==> config.mk <==
export PLATFORM = sky130hd
export DESIGN_NAME = mem_access_ctrl_flat
export DESIGN_NICKNAME = d
export VERILOG_FILES = /design/src/rtl/mem_access_ctrl_pkg.sv /design/src/rtl/mem_access_ctrl_if.sv /design/src/rtl/mem_access_ctrl_tick_gen.sv /design/src/rtl/mem_access_ctrl.sv /design/src/flat_wrapper.sv
export SDC_FILE = /design/constraint.sdc
export NUM_CORES = 1
export LEC_CHECK = 0
export BUFFER_PORTS_ARGS = -buffer_cell sky130_fd_sc_hd__clkbuf_2
export CAP_MARGIN = 25
export CORE_ASPECT_RATIO = 1.1
export CORE_MARGIN = 8
export CORE_UTILIZATION = 44
export CTS_CLUSTER_DIAMETER = 200
export DETAILED_ROUTE_END_ITERATION = 10
export PLACE_DENSITY = 0.8
export SLEW_MARGIN = 10
export SYNTH_ARGS = -nofsm -noshare
export SYNTH_HDL_FRONTEND = slang
export SYNTH_HIERARCHICAL = 1
export SYNTH_SLANG_ARGS = --single-unit
==> constraint.sdc <==
create_clock -name refclk -period 2.2 [get_ports refclk]
set_input_delay 0.44 -clock refclk [delete_from_list [all_inputs] [get_ports refclk]]
set_output_delay 0.44 -clock refclk [all_outputs]
set_load 0.03 [all_outputs]
==> src/rtl/mem_access_ctrl_pkg.sv <==
// Shared types and defaults for the memory access controller.
// FSM state encoding, default geometry and a counter-width helper.
package mem_pkg;

    typedef enum logic [1:0] {
        IDLE      = 2'd0,
        WAIT_TICK = 2'd1,
        WAIT_RD   = 2'd2,
        DONE      = 2'd3
    } state_t;

    localparam int DEF_N      = 2;
    localparam int DEF_AW     = 32;
    localparam int DEF_DW     = 32;
    localparam int DEF_RD_LAT = 1;

    // A modulo-1 counter still needs one bit to exist.
    function automatic int cnt_w(input int n);
        return (n > 1) ? $clog2(n) : 1;
    endfunction

endpackage

==> src/rtl/mem_access_ctrl_if.sv <==
// CPU-side request/stall/done and memory-side strobe/data bundle.
// master = the controller (drives memory, answers the CPU); slave = CPU plus memory array.
interface mem_access_ctrl_if
    import mem_pkg::*;
#(
    parameter int AW = DEF_AW,
    parameter int DW = DEF_DW
);
    logic              cpu_req;
    logic              cpu_we;
    logic [AW-1:0]     cpu_addr;
    logic [DW-1:0]     cpu_wdata;
    logic [DW/8-1:0]   cpu_be;
    logic [DW-1:0]     cpu_rdata;
    logic              cpu_stall;
    logic              cpu_done;

    logic              mem_tick;
    logic              mem_en;
    logic              mem_we;
    logic [AW-1:0]     mem_addr;
    logic [DW-1:0]     mem_wdata;
    logic [DW/8-1:0]   mem_be;
    logic [DW-1:0]     mem_rdata;

    modport master (
        input  cpu_req, cpu_we, cpu_addr, cpu_wdata, cpu_be, mem_rdata,
        output cpu_rdata, cpu_stall, cpu_done,
               mem_tick, mem_en, mem_we, mem_addr, mem_wdata, mem_be
    );

    modport slave (
        output cpu_req, cpu_we, cpu_addr, cpu_wdata, cpu_be, mem_rdata,
        input  cpu_rdata, cpu_stall, cpu_done,
               mem_tick, mem_en, mem_we, mem_addr, mem_wdata, mem_be
    );

endinterface

==> src/rtl/mem_access_ctrl_tick_gen.sv <==
// Free-running phase counter 0..N-1; mem_tick is high for the last phase of each period.
// No handshake: the tick is a pure time base, one refclk cycle wide every N cycles.
module mem_tick_gen
    import mem_pkg::*;
#(
    parameter int N = DEF_N
) (
    input  logic refclk,
    input  logic reset,
    output logic mem_tick
);

    localparam int            CW   = cnt_w(N);
    localparam logic [CW-1:0] LAST = CW'(N - 1);

    logic [CW-1:0] phase;

    always_ff @(posedge refclk) begin
        if (reset) begin
            phase <= '0;
        end else if (phase == LAST) begin
            phase <= '0;
        end else begin
            phase <= phase + CW'(1);
        end
    end

    assign mem_tick = (phase == LAST);

endmodule

==> src/rtl/mem_access_ctrl.sv <==
// Sequences one CPU load/store at a time onto a memory clocked by an every-N-cycle enable.
// Store: 1 + cycles-to-next-tick + 1; loads add RD_LAT*N. CPU is stalled until cpu_done.
module mem_access_ctrl
    import mem_pkg::*;
#(
    parameter int N      = DEF_N,
    parameter int AW     = DEF_AW,
    parameter int DW     = DEF_DW,
    parameter int RD_LAT = DEF_RD_LAT
) (
    input  logic              refclk,
    input  logic              reset,
    mem_access_ctrl_if.master bus
);

    localparam int             RCW      = $clog2(RD_LAT + 1);
    localparam logic [RCW-1:0] RD_LAT_C = RCW'(RD_LAT);

    state_t            state;
    logic              tick;
    logic              lat_we;
    logic [AW-1:0]     lat_addr;
    logic [DW-1:0]     lat_wdata;
    logic [DW/8-1:0]   lat_be;
    logic [RCW-1:0]    rd_cnt;
    logic [RCW-1:0]    rd_cnt_nxt;
    logic [DW-1:0]     rdata_q;

    mem_tick_gen #(
        .N (N)
    ) u_tick_gen (
        .refclk   (refclk),
        .reset    (reset),
        .mem_tick (tick)
    );

    assign rd_cnt_nxt = rd_cnt + RCW'(1);

    // The IDLE-cycle tick is deliberately skipped: the request is only latched at its end.
    always_ff @(posedge refclk) begin
        if (reset) begin
            state     <= IDLE;
            lat_we    <= 1'b0;
            lat_addr  <= '0;
            lat_wdata <= '0;
            lat_be    <= '0;
            rd_cnt    <= '0;
            rdata_q   <= '0;
        end else begin
            case (state)
                IDLE: begin
                    if (bus.cpu_req) begin
                        lat_we    <= bus.cpu_we;
                        lat_addr  <= bus.cpu_addr;
                        lat_wdata <= bus.cpu_wdata;
                        lat_be    <= bus.cpu_be;
                        state     <= WAIT_TICK;
                    end
                end
                WAIT_TICK: begin
                    if (tick) begin
                        rd_cnt <= '0;
                        state  <= lat_we ? DONE : WAIT_RD;
                    end
                end
                WAIT_RD: begin
                    if (tick) begin
                        rd_cnt <= rd_cnt_nxt;
                        if (rd_cnt_nxt == RD_LAT_C) begin
                            rdata_q <= bus.mem_rdata;
                            state   <= DONE;
                        end
                    end
                end
                DONE: begin
                    state <= IDLE;
                end
                default: begin
                    state <= IDLE;
                end
            endcase
        end
    end

    // Gating with reset keeps a stale WAIT_TICK from strobing memory in the reset cycle.
    assign bus.mem_tick  = tick;
    assign bus.mem_en    = (state == WAIT_TICK) && tick && !reset;
    assign bus.mem_we    = bus.mem_en && lat_we;
    assign bus.mem_addr  = lat_addr;
    assign bus.mem_wdata = lat_wdata;
    assign bus.mem_be    = lat_be;

    assign bus.cpu_stall = ((state == IDLE) && bus.cpu_req) ||
                           (state == WAIT_TICK) || (state == WAIT_RD);
    assign bus.cpu_done  = (state == DONE);
    assign bus.cpu_rdata = rdata_q;

endmodule
==> src/flat_wrapper.sv <==
// flat-port wrapper written by rule: the top's interface ports become plain ports
module mem_access_ctrl_flat import mem_pkg::*;
#(
    parameter int N      = DEF_N,
    parameter int AW     = DEF_AW,
    parameter int DW     = DEF_DW,
    parameter int RD_LAT = DEF_RD_LAT
)
  (refclk, reset, bus_cpu_req, bus_cpu_we, bus_cpu_addr, bus_cpu_wdata, bus_cpu_be, bus_mem_rdata, bus_cpu_rdata, bus_cpu_stall, bus_cpu_done, bus_mem_tick, bus_mem_en, bus_mem_we, bus_mem_addr, bus_mem_wdata, bus_mem_be);
  mem_access_ctrl_if #(.AW(AW), .DW(DW)) bus_i ();
  input  logic refclk;
  input  logic reset;
  input wire logic [$bits(bus_i.cpu_req)-1:0] bus_cpu_req;
  input wire logic [$bits(bus_i.cpu_we)-1:0] bus_cpu_we;
  input wire logic [$bits(bus_i.cpu_addr)-1:0] bus_cpu_addr;
  input wire logic [$bits(bus_i.cpu_wdata)-1:0] bus_cpu_wdata;
  input wire logic [$bits(bus_i.cpu_be)-1:0] bus_cpu_be;
  input wire logic [$bits(bus_i.mem_rdata)-1:0] bus_mem_rdata;
  output wire logic [$bits(bus_i.cpu_rdata)-1:0] bus_cpu_rdata;
  output wire logic [$bits(bus_i.cpu_stall)-1:0] bus_cpu_stall;
  output wire logic [$bits(bus_i.cpu_done)-1:0] bus_cpu_done;
  output wire logic [$bits(bus_i.mem_tick)-1:0] bus_mem_tick;
  output wire logic [$bits(bus_i.mem_en)-1:0] bus_mem_en;
  output wire logic [$bits(bus_i.mem_we)-1:0] bus_mem_we;
  output wire logic [$bits(bus_i.mem_addr)-1:0] bus_mem_addr;
  output wire logic [$bits(bus_i.mem_wdata)-1:0] bus_mem_wdata;
  output wire logic [$bits(bus_i.mem_be)-1:0] bus_mem_be;
  assign bus_i.cpu_req = bus_cpu_req;
  assign bus_i.cpu_we = bus_cpu_we;
  assign bus_i.cpu_addr = bus_cpu_addr;
  assign bus_i.cpu_wdata = bus_cpu_wdata;
  assign bus_i.cpu_be = bus_cpu_be;
  assign bus_i.mem_rdata = bus_mem_rdata;
  assign bus_cpu_rdata = bus_i.cpu_rdata;
  assign bus_cpu_stall = bus_i.cpu_stall;
  assign bus_cpu_done = bus_i.cpu_done;
  assign bus_mem_tick = bus_i.mem_tick;
  assign bus_mem_en = bus_i.mem_en;
  assign bus_mem_we = bus_i.mem_we;
  assign bus_mem_addr = bus_i.mem_addr;
  assign bus_mem_wdata = bus_i.mem_wdata;
  assign bus_mem_be = bus_i.mem_be;
  mem_access_ctrl #(.N(N), .AW(AW), .DW(DW), .RD_LAT(RD_LAT)) u_core (.refclk(refclk), .reset(reset), .bus(bus_i));
endmodule
==> Word level (Yosys, flattened, before mapping) <==
Index checks and enable logic that the tools add are counted.
{ "word_totals": {"latchBits": 0, "ramBits": 0, "mem_bits_ro": 0, "reg_bits": 105, "out_inout_bits": 105, "word_cells": 40, "memories": 0, "in_bits": 104} }
{ "classes": {"shifts": 0, "muxes": 9, "add_sub_neg": 2, "bitwise": 0, "magnitude_cmp": 0, "eq_ne": 7, "div": 0, "n_mul": 0, "reduce_logical": 14} }
{ "op_table": {"columns": ["operator", "count"], "rows": [
  ["two-way mux 2 bit", 4],
  ["one-hot mux 2 bit (4 select lines)", 1],
  ["inequality test 2 bit, second input constant", 3],
  ["AND reduction 3 bit", 2],
  ["equality test 2 bit, second input constant", 2],
  ["logical AND 1 bit", 4],
  ["AND reduction 4 bit", 1],
  ["two-way mux 1 bit", 3],
  ["adder 1 bit, second input constant", 2],
  ["equality test 2 x 1 -> 1 bit, second input constant", 1],
  ["logical NOT 2 bit", 1],
  ["logical OR 1 bit", 2],
  ["inequality test 2 x 1 -> 1 bit, second input constant", 1],
  ["one-hot mux 1 bit (2 select lines)", 1],
  ["AND reduction 2 bit", 1],
  ["nonzero test 2 bit", 1],
  ["OR reduction 2 bit", 1],
  ["logical NOT 1 bit", 1]
]} }

==> Longest topological paths before layout <==
Gate-level depths: netlist (run 1).
{ "logic_depth": {"ltp_word": 4, "depth_mapped": 7, "ltp_nobuf": 6} }

==> Cells and area by module <==
Netlist (run 1), hierarchy kept.
{ "modules_own_cells": {"columns": ["mod", "area_per_inst_um2", "seq_area_each_um2", "n_inst", "cells_per_inst"], "rows": [
  ["mem_access_ctrl", 3723.6, 2082.0, 1, 470],
  ["mem_tick_gen", 23.8, 20.0, 1, 2]
]} }

==> Least setup slack after synthesis (run 1) <==
Ideal clock, no wire load.
{ "synth_path": {"path_type": "flip-flop to output port", "startpoint": "register u_core.state[1]", "endpoint": "output port bus_cpu_stall", "t_required_ns": 1.760, "path_stages_with_launch": 7, "t_arrival_ns": 1.564, "path_buffers": 2, "setup_slack_ns": 0.196, "path_cell_list": "dfxtp_1 -> inv_1 -> ha_1 -> and2_1 -> buf_2 -> clkbuf_1 -> or3_1"} }
{ "synth_via": {"elab_chain_cells": 4, "elab_cells_between_ends": 6, "classes_between": "eq/ne: 2; reduce/logical: 4"} }
{ "synth_rtl": {"columns": ["item", "line", "source"], "rows": [
  ["from (decl)", "mem_access_ctrl.sv:19", "state_t state;"],
  ["from (signal assigned)", "mem_access_ctrl.sv:63", "state <= lat_we ? DONE : WAIT_RD;"],
  ["logical NOT 2 bit", "mem_access_ctrl.sv:93", "assign bus.cpu_stall = ((state == IDLE) && bus.cpu_req) ||"],
  ["logical AND 1 bit", "mem_access_ctrl.sv:93", null],
  ["logical OR 1 bit", "mem_access_ctrl.sv:93", null],
  ["logical OR 1 bit (*)", "mem_access_ctrl.sv:94", "(state == WAIT_TICK) || (state == WAIT_RD);"],
  ["to (decl)", "flat_wrapper.sv:20", "output wire logic [$bits(bus_i.cpu_stall)-1:0] bus_cpu_stall;"]
]} }
Mark *: on every way between the ends. The rest lies on a longest branch, timed or not.

==> Worst setup path after layout (run 1) <==
{ "layout_path": {"startpoint": "register u_core.state[0]", "endpoint": "output port bus_cpu_stall"} }
Same word-level chain as after synthesis.

==> impl_results.md, run 1 <==
- Status: complete, no violations
- Tmin final: 2.126 ns
- N_diodes: 0
- Worst R2R Start: u_core/state[1]
- CP Launch Type: flip-flop
- Root buf cell: clkbuf_8
- Setup violations, final: 0
- Peak supply drop: 0.0006304 V
- Total track usage: 18.12%
- Worst endpoint data arrival time: 1.69 ns
- DR WL/cell: 14.35 um
- Hold crit path type: in2reg
- Dpl cells: 763
- Largest net degree at the start of global routing: 106
- Hold path cells: 3
- Layout net count: 777
- Final hold violation count: 0
- Synth cell types: 21
- Synthesized instance count: 472
- Die width: 104.0 um
- Later-pin clock latency in the skew report: 0.36 ns
- Layout cells sized above 1: 35.71%
- Final Max Tran Viols: 0
- Dpl hpwl: 8275 um
- Rel. slew slack: 53.75%
- Initial DRC Count: 166
- Sequential fraction of the synthesis area: 56.09%
- Reg clk slew, reported paths: 0.11 ns
- Placer Congestion: 0.7893
- Reg2Reg Depth: 6
- Worst setup EP type: output port
- Fmax: 470.4 MHz
- CTS Hold Buffers Added: 0
- PwrDens: 1115 mW/mm^2
- Post-synthesis cell area: 0.003747 mm^2
- Tcrit/Tclk final: 96.62%
- CP max FO: 6
- Area grow syn2layout: 35.66%
- Global route total overflow: 0
- Post-synthesis register bit count: 105
- R2R Setup Slk: 0.42 ns
- Vias in the first global route: 3668
- Routed wire length: 11240 um
- Reg-to-reg endpoint: u_core/bus.mem_addr[13]
- Unrepaired setup endpoints after global routing: false
- Initial Util: 45.04%
- CORE AREA: 0.008320 mm^2
- Vias per inst: 4.746
- CTS buffer count: 9
- Fin cells: 783
- Syn avg cell area: 7.939 um^2
- Synth top area cells: dfxtp_1 56%, nand2_1 20%, a21oi_1 14%
- WS Path Type: reg2out
- Filler cell count: 777
- Cell Rows: 35
- Clk buf depth: 2
- Worst Tran Pin Value: 0.6938 ns
- Die Y: 112.8 um
- Pleak: 2.346 nW
- Port buffer count: 208
- # H-tree levels: 3
- Setup TNS: 0 ns
- Worst EP required: 1.76 ns
- # Max-Cap Violations: 0
- Sequential cell area: 0.002107 mm^2
- Area leader, netlist: dfxtp_1
- CTS tree: yes
- Share of the synthesized area in the top cell type: 56.09%
- # IOs: 209
- YS warnings: 6
- Vias: 3716
- Sink Count: 105
- First-pass GRT wire length: 17600 um
- Syn nets: 582
- Worst Clk Skew: 0.01155 ns
- Setup crit end: bus_cpu_stall
- DRC: 0
- Antenna-violating nets left: 0
- Antenna violations before repair: 0
- Die area: 0.01173 mm^2
- Worst Setup SP: u_core/state[0]
- Footprint of the multi-input gates: 0.001501 mm^2
- DR pass1 iterations: 4
[how the worst min path moves through the flow]
stage                              from                  endpoint
2_1_floorplan             u_core/lat_we             u_core/lat_we
5_1_grt                bus_cpu_addr[23]   u_core/bus.mem_addr[23]
4_1_cts                bus_mem_rdata[6]   u_core/bus.cpu_rdata[6]
3_3_place_gp   u_core/bus.cpu_rdata[13]  u_core/bus.cpu_rdata[13]
6_report               bus_mem_rdata[6]   u_core/bus.cpu_rdata[6]
3_5_place_dp    u_core/bus.mem_addr[16]   u_core/bus.mem_addr[16]
[layer usage]
layer,GRT usage (%),wire (um)
met5,0,0
met1,19.01,4383
met4,5.314,149
met3,8.073,1053
met2,32.02,5649
[metrics by stage]
stage / total power, mW / cell area (um^2) / utilization [%] / worst slack, ns / hold WS [ns]
2_1_floorplan: 3.859 / 3747 / - / 0.1963 / 0.4456
4_1_cts: 5.704 / 5041 / 60.59 / 0.02023 / 0.2717
3_3_place_gp: 4.414 / 4838 / 58.15 / 0.3952 / 0.4409
5_1_grt: 6.020 / 5084 / 61.10 / 0.006896 / 0.2689
6_report: 5.668 / 5084 / 61.10 / 0.07427 / 0.2857
3_5_place_dp: 4.501 / 4838 / 58.15 / 0.3170 / 0.4454
[registers in the layout (all words and copies together) (netlist names)]
name / cells
u_core/bus.cpu_rdata: 32
u_core/lat_we: 1
u_core/u_tick_gen/mem_tick: 1
u_core/state: 2
u_core/bus.mem_be: 4
u_core/bus.mem_wdata: 32
u_core/bus.mem_addr: 32
u_core/rd_cnt: 1
[power breakdown]
part	internal [mW]	switching, mW
combinational	0.642	1.48
clock	0.531	0.647
sequential	2.21	0.158
total	3.38	2.28
[cell type report]
| class | count | share of cell area, % |
|---|---|---|
| Inverter | 2 | 0.1477 |
| Timing Repair Buffer | 218 | 22.30 |
| Clock buffer | 10 | 2.510 |
| Clock inverter | 6 | 1.329 |
| Sequential cell | 105 | 41.45 |
| Multi-Input combinational cell | 331 | 29.53 |
| Tap cell | 111 | 2.732 |
[worst max-delay path, stage by stage, from the launching register on]
cell and delay (ns):
dfxtp_2 0.35, inv_2 0.07, ha_1 0.23, and2_2 0.19, or3_1 0.32, buf_4 0.18
[placed cells by master (no fill, tap or decap), drive strengths merged, types with 2 or more instances in the layout]
master	instances
dfxtp	105
and2	2
inv	3
o21ai	2
nand2	204
buf	12
clkinv	2
nor2b	3
ha	6
a21oi	102
clkinvlp	2
clkbuf	216
nor2	4
[timing repair]
action / 4_1_cts / 5_1_grt
setup endpoints to repair: 1 / 2
pin swaps: 0 / 0
resized for setup: 5 / 1
setup buffers: 0 / 3
[logic make-up after synthesis]
logic type	count (synthesis)	share of synthesized area, %
compound gates	107	15.23
flops	105	56.09
fa+ha+maj	6	2.003
mux	1	0.2671
simple gates	217	22.47
buf+inv	36	3.940
[cell usage after synthesis]
cell	instances
clkbuf_1	18
o21ai_0	1
ha_1	6
a21oi_1	102
nor2b_1	3
inv_1	2
nor3b_1	1
a221oi_2	1
buf_2	10
or3_1	1
nand2_1	204
and3b_1	1
a211oi_1	1
o21ai_1	1
buf_1	6
nand3b_1	1
a2111oi_4	1
nor2_1	4
mux2i_1	1
dfxtp_1	105
and2_1	2
Power figures use the tool's default switching activity.
==> run 2, diff against run 1 <==
Settings changed: BUFFER_PORTS_ARGS -buffer_cell sky130_fd_sc_hd__clkbuf_2 to -buffer_cell sky130_fd_sc_hd__buf_2, CELL_PAD_IN_SITES_DETAIL_PLACEMENT set to 0, CELL_PAD_IN_SITES_GLOBAL_PLACEMENT set to 1, CORE_UTILIZATION 44 to 30, PLACE_DENSITY 0.8 to 0.79.
==> impl_results.md, run 2 (synthesis results as in run 1) <==
- Status: complete, no violations
- Routed met2 length: 5495 um (-2.7%)
- DP Area: 0.004908 mm^2 (+1.4%)
- DRC: 0 (unchanged)
- # IOs: 209 (unchanged)
- Die Y: 133.2 um (+18%)
- Routed wire length: 11620 um (+3.4%)
- Clk buf depth: 2 (unchanged)
- Cell Rows: 43 (+23%)
- # Max-Cap Violations: 0 (unchanged)
- Global route total overflow: 0 (unchanged)
- Worst Tran Pin Value: 0.7159 ns (+0.02211 ns)
- Largest net degree at the start of global routing: 106 (unchanged)
- Dpl hpwl: 8359 um (+1.0%)
- N_diodes: 0 (unchanged)
- Die width: 122.6 um (+18%)
- Layout cells sized above 1: 35.63% (-0.086 points)
- Antenna-violating nets left: 0 (unchanged)
- R2R Setup Slk: 0.41 ns (about the same)
- Initial DRC Count: 216 (+30%)
- Post-CTS Resized: 5 (unchanged)
- Die area: 0.01633 mm^2 (+39%)
- WS Path Type: reg2out
- Reg-to-reg endpoint: u_core/bus.mem_addr[21]
- Top layer in use: met4
- Fmax: 469.0 MHz (-0.31%)
- Filler cell count: 1301 (+67%)
- Worst Clk Skew: 0.004824 ns (-0.006728 ns)
- CP max FO: 6 (unchanged)
- Commonest cells after routing, fill and taps aside: 206 x buf_2, 203 x nand2_1, 103 x dfxtp_1, 102 x a21oi_1, 9 x clkbuf_16
- Final Max Tran Viols: 0 (unchanged)
- Vias: 3715 (-0.027%)
- Tcrit/Tclk final: 96.92% (+0.30 points)
- Tmin final: 2.132 ns (+0.006576 ns)
- Initial Util: 30.15% (-15 points)
- Metal3 WL: 1134 um (+7.7%)
- First-pass GRT wire length: 18130 um (+3.0%)
- Peak supply drop: 0.0006044 V (-4.1%)
- CP Launch Type: flip-flop
- CTS buffer count: 9 (unchanged)
- Postcts setup bufs: 0 (unchanged)
- Later-pin clock latency in the skew report: 0.34 ns (-0.02 ns)
- Reg clk slew, reported paths: 0.07 ns (-0.04 ns)
- Reg2Reg Depth: 6 (unchanged)
- CTS Hold Buffers Added: 0 (unchanged)
- Pleak: 2.450 nW (+4.4%)
- DRT met1 WL: 4809 um (+9.7%)
- Rel. slew slack: 52.28% (-1.5 points)
- Final core occ: 42.23% (-19 points)
- Setup TNS: 0 ns (unchanged)
- Final Worst Setup Slack: 0.06769 ns (-0.006576 ns)
- DR pass1 iterations: 4 (unchanged)
- Final hold violation count: 0 (unchanged)
- # H-tree levels: 3 (unchanged)
- Unrepaired setup endpoints after global routing: false
- Place WS: 0.3026 ns (-0.01433 ns)
- Vias per inst: 4.503 (-5.1%)
- Hold crit path type: in2reg
- Layout net count: 773 (-0.51%)
- Sink Count: 105 (unchanged)
- Worst endpoint data arrival time: 1.69 ns (about the same)
- Setup violations, final: 0 (unchanged)
- Commonest non-fill, non-tap cell in the layout: buf_2
- DR WL/cell: 14.08 um (-1.9%)
- Design Area, Final: 0.005249 mm^2 (+3.2%)
- Antenna violations before repair: 0 (unchanged)
- Vias in the first global route: 3686 (+0.49%)
- Root buf cell: clkbuf_16
- PwrDens: 1182 mW/mm^2 (+6.1%)
- Total track usage: 13.86% (-4.3 points)
- Setup crit end: bus_cpu_stall
- Port buffer count: 208 (unchanged)
- Worst EP required: 1.76 ns (about the same)
- Area grow syn2layout: 40.07%
- CTS tree: yes
- Worst Setup SP: u_core/state[1]
- Worst setup EP type: output port
- Placer Congestion: 0.7490 (-5.1%)
- CORE AREA: 0.01243 mm^2 (+49%)
- Worst R2R Start: u_core/state[1]
-- run 2: changes by cell type in the layout (fill, tap and decap cells not counted) --
| cell | delta |
|---|---|
| clkinvlp_4 | -1 |
| clkbuf_8 | -7 |
| clkinv_2 | +1 |
| buf_2 | +206 |
| clkbuf_2 | -206 |
| inv_6 | -1 |
| clkbuf_16 | +9 |
| ha_1 | -1 |
| ha_2 | +1 |
| bufinv_16 | +1 |
| buf_4 | -4 |
| clkbuf_1 | -1 |
| clkinv_4 | -1 |
-- run 2: layer usage --
metal / vias up / GRT usage, %
li1: 1890 / -
met1: 1681 / 15.74
met2: 134 / 23.38
met3: 10 / 4.486
met4: 0 / 5.492
met5: - / 0
-- run 2: area by class of cell --
class	count	area, um^2	share of cell area [%]
clock buffer	11	252.7	4.815
multi-input combinational	331	1504	28.65
clock inverter	5	77.57	1.478
timing repair buffer	214	1104	21.03
sequential	105	2107	40.14
tap	157	196.4	3.743
inverter	2	7.507	0.1430
-- run 2: worst min-delay path by stage --
stage                                  startpoint                       end  slack (ns)  cells after the start
after floorplan                     u_core/lat_we             u_core/lat_we        0.45                      2
after global placement    u_core/bus.mem_addr[18]   u_core/bus.mem_addr[18]        0.44                      2
after detailed placement  u_core/bus.mem_addr[10]   u_core/bus.mem_addr[10]        0.44                      2
after CTS                       bus_cpu_wdata[27]  u_core/bus.mem_wdata[27]        0.31                      3
after global routing            bus_cpu_wdata[27]  u_core/bus.mem_wdata[27]        0.32                      3
final                            bus_cpu_wdata[2]   u_core/bus.mem_wdata[2]        0.33                      3
-- run 2: through the flow --
stage	hold slack (ns)	instances	total power [mW]
2_1_floorplan	0.4456	472	3.859
3_3_place_gp	0.4386	809	4.456
3_5_place_dp	0.4431	809	4.519
4_1_cts	0.3134	825	6.311
5_1_grt	0.3189	825	6.586
6_report	0.3284	825	6.206
-- run 2: where the power goes --
part	internal, mW	leakage (nW)	switching [mW]
Combinational	0.623	1.43	1.47
Clock	1.06	0.162	0.694
Sequential	2.21	0.858	0.154
-- run 2: worst max-delay path, stage by stage, from the launching register on --
cell	delay, ns
dfxtp_4	0.37
inv_1	0.08
ha_2	0.20
and2_2	0.18
or3_1	0.34
buf_4	0.19
